--- src/rtl/seq_divider.sv ---
// seq_divider: iterative restoring divider for RV32M DIV/DIVU/REM/REMU.
// One quotient bit per cycle. Latency is N+1 cycles, or 1 cycle for divide-by-zero
// and signed overflow.
// Optional macro SEQ_DIVIDER_FLUSH_EN adds a flush input that aborts CALC/FIN.
module seq_divider #(
    parameter int N  = 32,
    parameter int CW = 6
) (
    input  logic         clk,
    input  logic         rst,
    input  logic         start,
`ifdef SEQ_DIVIDER_FLUSH_EN
    input  logic         flush,
`endif
    input  logic [1:0]   op,
    input  logic [N-1:0] dividend,
    input  logic [N-1:0] divisor,
    output logic         busy,
    output logic         done,
    output logic [N-1:0] result
);

    typedef enum logic [1:0] {IDLE, CALC, FIN} state_t;

    localparam logic [N-1:0] MIN_NEG = {1'b1, {(N-1){1'b0}}};

    state_t         state;
    logic           sel_rem;   // 1: REM/REMU, 0: DIV/DIVU
    logic           qneg, rneg;
    logic [N-1:0]   rem;       // partial remainder, always < divisor, so its top bit is never needed
    logic [N-1:0]   quo;       // dividend magnitude shifting out, quotient shifting in
    logic [N-1:0]   dvsr;
    logic [N-1:0]   res_r;
    logic [CW-1:0]  count;
    logic           flush_i;

`ifdef SEQ_DIVIDER_FLUSH_EN
    assign flush_i = flush;
`else
    assign flush_i = 1'b0;
`endif

    // operand decode used when a request is accepted in IDLE
    logic           is_signed, a_neg, b_neg, div_zero, ovf;
    logic [N-1:0]   a_mag, b_mag;
    assign is_signed = ~op[0];
    assign a_neg     = is_signed & dividend[N-1];
    assign b_neg     = is_signed & divisor[N-1];
    assign a_mag     = a_neg ? -dividend : dividend;
    assign b_mag     = b_neg ? -divisor  : divisor;
    assign div_zero  = (divisor == '0);
    assign ovf       = is_signed && (dividend == MIN_NEG) && (divisor == '1);

    // one restoring step: shift in next dividend bit, trial subtract
    logic [N:0]     r_sh, diff;
    assign r_sh = {rem, quo[N-1]};
    assign diff = r_sh - {1'b0, dvsr};

    // signed fix-up of the final quotient or remainder
    logic [N-1:0]   fin_val;
    assign fin_val = sel_rem ? (rneg ? -rem : rem) : (qneg ? -quo : quo);

    assign busy   = (state != IDLE);
    assign done   = (state == FIN) && !flush_i;
    // the FIN value is presented while done is high and committed on leaving FIN,
    // so a flush in FIN leaves the held result untouched
    assign result = done ? fin_val : res_r;

    // control FSM and datapath registers
    always_ff @(posedge clk) begin
        if (rst) begin
            state   <= IDLE;
            sel_rem <= 1'b0;
            qneg    <= 1'b0;
            rneg    <= 1'b0;
            rem     <= '0;
            quo     <= '0;
            dvsr    <= '0;
            res_r   <= '0;
            count   <= '0;
        end else begin
            case (state)
                IDLE: begin
                    if (start) begin
                        sel_rem <= op[1];
                        count   <= '0;
                        dvsr    <= b_mag;
                        if (div_zero) begin
                            quo   <= '1;
                            rem   <= dividend;
                            qneg  <= 1'b0;
                            rneg  <= 1'b0;
                            state <= FIN;
                        end else if (ovf) begin
                            quo   <= MIN_NEG;
                            rem   <= '0;
                            qneg  <= 1'b0;
                            rneg  <= 1'b0;
                            state <= FIN;
                        end else begin
                            quo   <= a_mag;
                            rem   <= '0;
                            qneg  <= a_neg ^ b_neg;
                            rneg  <= a_neg;
                            state <= CALC;
                        end
                    end
                end
                CALC: begin
                    if (flush_i) begin
                        state <= IDLE;
                    end else begin
                        if (!diff[N]) begin
                            rem <= diff[N-1:0];
                            quo <= {quo[N-2:0], 1'b1};
                        end else begin
                            rem <= r_sh[N-1:0];
                            quo <= {quo[N-2:0], 1'b0};
                        end
                        count <= count + 1'b1;
                        if (count == CW'(N-1))
                            state <= FIN;
                    end
                end
                FIN: begin
                    if (!flush_i)
                        res_r <= fin_val;
                    state <= IDLE;
                end
                default: state <= IDLE;
            endcase
        end
    end

endmodule

--- config.mk ---
export PLATFORM = sky130hd
export DESIGN_NAME = seq_divider
export DESIGN_NICKNAME = d
export VERILOG_FILES = /design/src/rtl/seq_divider.sv
export SDC_FILE = /design/constraint.sdc
export NUM_CORES = 1
export LEC_CHECK = 0
export CORE_ASPECT_RATIO = 1.1
export CORE_MARGIN = 10
export CORE_UTILIZATION = 50
export CTS_BUF_LIST = sky130_fd_sc_hd__clkbuf_2 sky130_fd_sc_hd__clkbuf_4 sky130_fd_sc_hd__clkbuf_8
export CTS_CLUSTER_SIZE = 14
export DETAILED_ROUTE_END_ITERATION = 10
export GPL_TIMING_DRIVEN = 0
export PLACE_DENSITY = 0.71
export SETUP_SLACK_MARGIN = 0.15
export SLEW_MARGIN = 20
export SYNTH_ARGS = -nofsm -noshare
export SYNTH_HDL_FRONTEND = slang
export SYNTH_SLANG_ARGS = --single-unit
export TNS_END_PERCENT = 50
--- constraint.sdc ---
create_clock -name clk -period 4.95 [get_ports clk]
set_clock_uncertainty 0.05 [all_clocks]
set_input_delay 0.7425 -clock clk [delete_from_list [all_inputs] [get_ports clk]]
set_output_delay 0.7425 -clock clk [all_outputs]
set_load 0.05 [all_outputs]
* Word-level counts from Yosys, hierarchy flattened
Index checks and enable logic that the tools add are counted.
** Storage, ports and cells
- Register bits :: 139
- Input port bits :: 69
- Output and inout port bits :: 34
- Word-level logic and storage cells :: 61
** Cells by class
- Add/subtract/negate cells :: 6
- Equality and inequality tests :: 7
- Muxes and demuxes :: 26
- Bitwise logic cells :: 4
- Reduce and logical (&&, ||, !) cells :: 9
** Operators with widths (number)
- $mux 32 :: 12
- $neg 32->32 :: 4
- $pmux 32 s2 :: 2
- $eq 32x32->1 const B :: 2
- $sub 33x32->33 :: 1
- $logic_not 32->1 :: 1
- $pmux 6 s2 :: 1
- $mux 2 :: 4
- $add 6x1->6 const B :: 1
- $eq 6x5->1 const B :: 1
- $mux 6 :: 1
- $reduce_and 2->1 :: 3
- $mux 1 :: 5
- $ne 2x2->1 const B :: 2
- $pmux 2 s2 :: 1
- $reduce_bool 2->1 :: 2
- $and 1x1->1 :: 2
- $eq 2x1->1 const B :: 1
- $eq 2x2->1 const B :: 1
- $logic_and 1x1->1 :: 2
- $logic_not 2->1 :: 1
- $not 1->1 :: 1
- $xor 1x1->1 :: 1

* Logic depth before layout (Yosys ltp)
- Word-level depth :: 7
- Depth in mapped cells :: 13
- Depth with buffers taken out :: 12

* Least setup slack after synthesis
No wires, ideal clock.
- Path type :: reg2out
- From :: register quo[13]
- To :: output port result[30]
- Arrival :: 3972 ps
- Data required time :: 4158 ps
- Slack :: 185 ps
- Cell stages (with the launch flop) :: 10
- Buffers on the path :: 0
- Cell sequence :: dfxtp_1 > or4_4 > or4_1 > or3b_1 > or2_4 > or4_4 > o21ai_1 > xnor2_1 > nor2_2 > o31ai_1
** On the way
- Cells in the longest elaborated chain, start to end :: 4
** Ends and longest elaborated chain
- from (decl) :: line 31 : logic [N-1:0] quo;
- from (signal assigned) :: line 101 : quo <= a_mag;
- from (signal assigned) :: line 115 : quo <= {quo[N-2:0], 1'b1};
- from (signal assigned) :: line 118 : quo <= {quo[N-2:0], 1'b0};
- $neg 32->32 :: line 61 : assign fin_val = sel_rem ? (rneg ? -rem : rem) : (qneg ? -quo : quo);
- $mux 32 (2 in a row) :: line 61
- $mux 32
- to (decl) :: line 20 : output logic [N-1:0] result
No other way between the ends.

* Worst setup path after layout
- From :: register quo[13]
- To :: output port result[26]
Same word-level chain as after synthesis.

==> out/qor.txt <==
EDFF count, synth -> 0
Critical Path Fanout Max -> 7
Peak Freq -> 209.5 MHz
CP Cell Sequence -> or4_4 > or4_1 > or3b_1 > or2_4 > o31ai_1 > xor2_1 > o221ai_1 > clkdlybuf4s50_1
IO Port Bufs -> 102
via count -> 10625
outcome -> finished clean
cell area after synthesis -> 10480 um2
DRT iter0 DRCs -> 828
Synth Warn # -> 0
Min-Delay Path Depth -> 2
Max H-tree Level -> 4
CTS tree -> done
Final WS setup -> 175.7 ps
clock latency at the later pin of the worst-skew pair -> 460 ps
fill cell count -> 1984
IO Pins -> 103
Core Rows -> 55
slowest library cell on the worst path -> clkdlybuf4s50_1
Worst-path clk slew -> 80 ps
final instance area -> 12270 um2
first-pass GRT wire length -> 54270 um
remaining global-route overflow -> 0
met3 Usage GRT -> 3.106%
First-pass DRT Iterations -> 7
Post-route DRC -> 0
Vias/cell -> 5.956
CP startpoint kind -> flip-flop
total instance count after detailed placement -> 1752
GRT Util Overall -> 25.21%
layout cells sized above 1 -> 3.927%
final wirelength -> 34630 um
worst r2r src -> quo[31]$_SDFFE_PP0P_
predominant post-synthesis flop cell -> dfxtp_1
Sink Count -> 139
met2 usage -> 45.65%
largest net degree at the start of global routing -> 17
Crit. End Element -> primary output
Fin. Hold Viols -> 0
met1 Use GR -> 29.24%
core outline area -> 20580 um2
Final Instance Count excl. Fillers -> 1784
number of setup violations in the final report -> 0
setup TNS -> 0 ps
number of global-route vias before repair -> 10278
cells on worst reg2reg path -> 12
Synth area leaders -> dfxtp_1 27%, xor2_1 5.9%, xnor2_1 5.8%, mux2i_1 5.4%, nand2_1 5.1%
Die Ht -> 171.9 um
Req. time, crit path -> 4160 ps
DP Area -> 11820 um2
P per Cell Area -> 382.1 nW/um2
antenna-violating nets left -> 0
Tmin final -> 4774 ps
R2R Setup Slk -> 600 ps
worst reg2reg endpoint -> quo[0]$_SDFFE_PP0P_
Synth-to-Final Area Change -> 17.02%
global route hottest layer -> met2
routability cong. -> 0.9447
Leak -> 4.642 nW
Synth area leader -> dfxtp_1
die span in x -> 158.0 um
n_diodes -> 0
initial antenna violation count -> 0
worst slew pin tran -> 903.6 ps
crit path kind -> reg2out
Max-slew headroom -> 39.50%
Synth top area share -> 26.55%
pre-CTS WS -> 149.4 ps
MaxCap Viol Count -> 0
Max Transition Viols Final -> 0
Final Util -> 59.61%
part of the Yosys area used for sequential elements -> 26.55%
CP arrival -> 3980 ps
post-synthesis cell count -> 1394
Max Root-Sink Buffers -> 2
Netlist cell types -> 61
asr flop ratio synth -> 0%
HP Class -> reg2reg
syn nets -> 1502
Final period util -> 96.45%
Num CTS Buffers -> 17
CP max stage delay -> 860 ps
routed length per instance -> 19.41 um
Seq cells post-synth -> 139
initial core utilization -> 50.94%
Die ar. -> 27160 um2
Worst VDD drop -> 0.0001729 V
final HPWL from detailed placement -> 28550 um
HP Start -> res_r[10]$_SDFF_PP0_
Mean Syn Cell Area -> 7.519 um2
setup bufs post-CTS -> 0
Clk Tree Root Cell -> clkbuf_8
Hold Crit Endpoint -> res_r[10]$_SDFF_PP0_
RSZ-0062 raised after global routing -> true
NumNets Final -> 1623
layout make-up:
type	instances	area [um2]	share of cell area (%)
timing repair buffer	102	1003	8.181
inverter	55	206.4	1.683
sequential	139	2783	22.69
buffer	84	315.3	2.571
clock buffer	22	302.8	2.469
clock inverter	10	137.6	1.122
multi-input combinational	1116	7197	58.68
tap	256	320.3	2.611
cells in the final DEF, fill, tap and decap left out, types with 10 or more instances in the layout:
| cell | n |
|---|---|
| xnor2_1 | 70 |
| a211oi_1 | 40 |
| o211ai_1 | 19 |
| o21ai_0 | 77 |
| a311oi_1 | 15 |
| mux2i_1 | 57 |
| dfxtp_1 | 139 |
| xor2_1 | 71 |
| clkbuf_8 | 22 |
| nor2_1 | 142 |
| nor3_1 | 34 |
| a21oi_1 | 101 |
| and2_1 | 10 |
| o22ai_1 | 24 |
| nor4_1 | 12 |
| o41ai_1 | 15 |
| nand2b_1 | 13 |
| a21o_1 | 12 |
| clkbuf_1 | 76 |
| nand3_1 | 17 |
| nor2b_1 | 23 |
| or4_1 | 13 |
| o31ai_1 | 41 |
| inv_1 | 54 |
| ha_1 | 38 |
| nand4_1 | 15 |
| or3_1 | 13 |
| nand2_1 | 143 |
| clkdlybuf4s50_1 | 93 |
critical path, delay by kind of cell (launching register included):
| kind | cells | cell delay, ps |
|---|---|---|
| compound gates | 2 | 540 |
| xor+xnor | 1 | 110 |
| buf+inv | 1 | 860 |
| flops | 1 | 380 |
| simple gates | 4 | 1640 |
synthesized netlist by cell type (5+ instances only):
cell / count
a2111oi_0: 7
a211oi_1: 40
a21o_1: 12
a21oi_1: 101
a311oi_1: 15
a31oi_1: 9
and2_1: 10
and3_1: 8
buf_1: 8
clkbuf_1: 76
dfxtp_1: 139
ha_1: 38
inv_1: 54
mux2i_1: 57
nand2_1: 143
nand2b_1: 13
nand3_1: 18
nand3b_1: 8
nand4_1: 15
nor2_1: 142
nor2b_1: 23
nor3_1: 34
nor4_1: 13
o211ai_1: 19
o21a_1: 9
o21ai_0: 78
o21ai_1: 5
o221ai_1: 6
o22ai_1: 24
o31ai_1: 42
o41ai_1: 15
or3_1: 13
or4_1: 14
xnor2_1: 70
xor2_1: 71
state kept, by name, summed over array words and instances, names as in the netlist:
signal   count
dvsr        32
quo         32
rem         32
res_r       32
count        6
state        2
qneg         1
rneg         1
sel_rem      1
what timing repair did:
action | CTS | global route
hold buffers | 0 | 0
gates resized for setup | 26 | 15
pin swaps | 0 | 0
endpoints found under the hold margin | 0 | 0
setup endpoints to repair | 10 | 13
per-layer routing:
metal / routed length, um / part of all wire, % / vias up
li1: - / - / 5304
met1: 14330 / 41 / 4859
met2: 17160 / 50 / 395
met3: 2037 / 5.9 / 67
met4: 1093 / 3.2 / 0
met5: 0 / 0 / -
through the flow:
step / hold slack (ps) / power (mW)
5_1_grt: 449.2 / 4.983
4_1_cts: 418.5 / 4.652
6_report: 416.5 / 4.686
2_1_floorplan: 381.9 / 3.032
3_5_place_dp: 407.2 / 3.648
3_3_place_gp: 399.8 / 3.625
cells by family after synthesis:
kind of cell,after synthesis,synth area share [%]
DFF,139,26.55
adders and majority gates,39,4.727
xor gates and xnor gates,141,11.78
buffers and inverters,139,4.978
AOI/OAI and AO/OA,402,24.72
muxes,59,5.658
and+or+nand+nor,475,21.58
how the worst max path moves through the flow:
stage / start / to / slack [ps] / cells past startpoint
detailed placement: rem[6]$_SDFFE_PP0P_ / result[31] / 150 / 10
floorplan: quo[13]$_SDFFE_PP0P_ / result[30] / 190 / 9
finish: quo[13]$_SDFFE_PP0P_ / result[26] / 180 / 8
global placement: quo[13]$_SDFFE_PP0P_ / result[28] / 180 / 10
CTS: rem[6]$_SDFFE_PP0P_ / result[31] / 100 / 10
global route: rem[0]$_SDFFE_PP0P_ / result[28] / 40 / 12
power breakdown:
| part | switching [mW] | internal (mW) | total, mW |
|---|---|---|---|
| Combinational | 1.34 | 0.909 | 2.25 |
| Clock | 0.457 | 0.564 | 1.02 |
| Sequential | 0.182 | 1.24 | 1.42 |
| Total | 1.98 | 2.71 | 4.69 |
(Power assumes the default switching activity.)
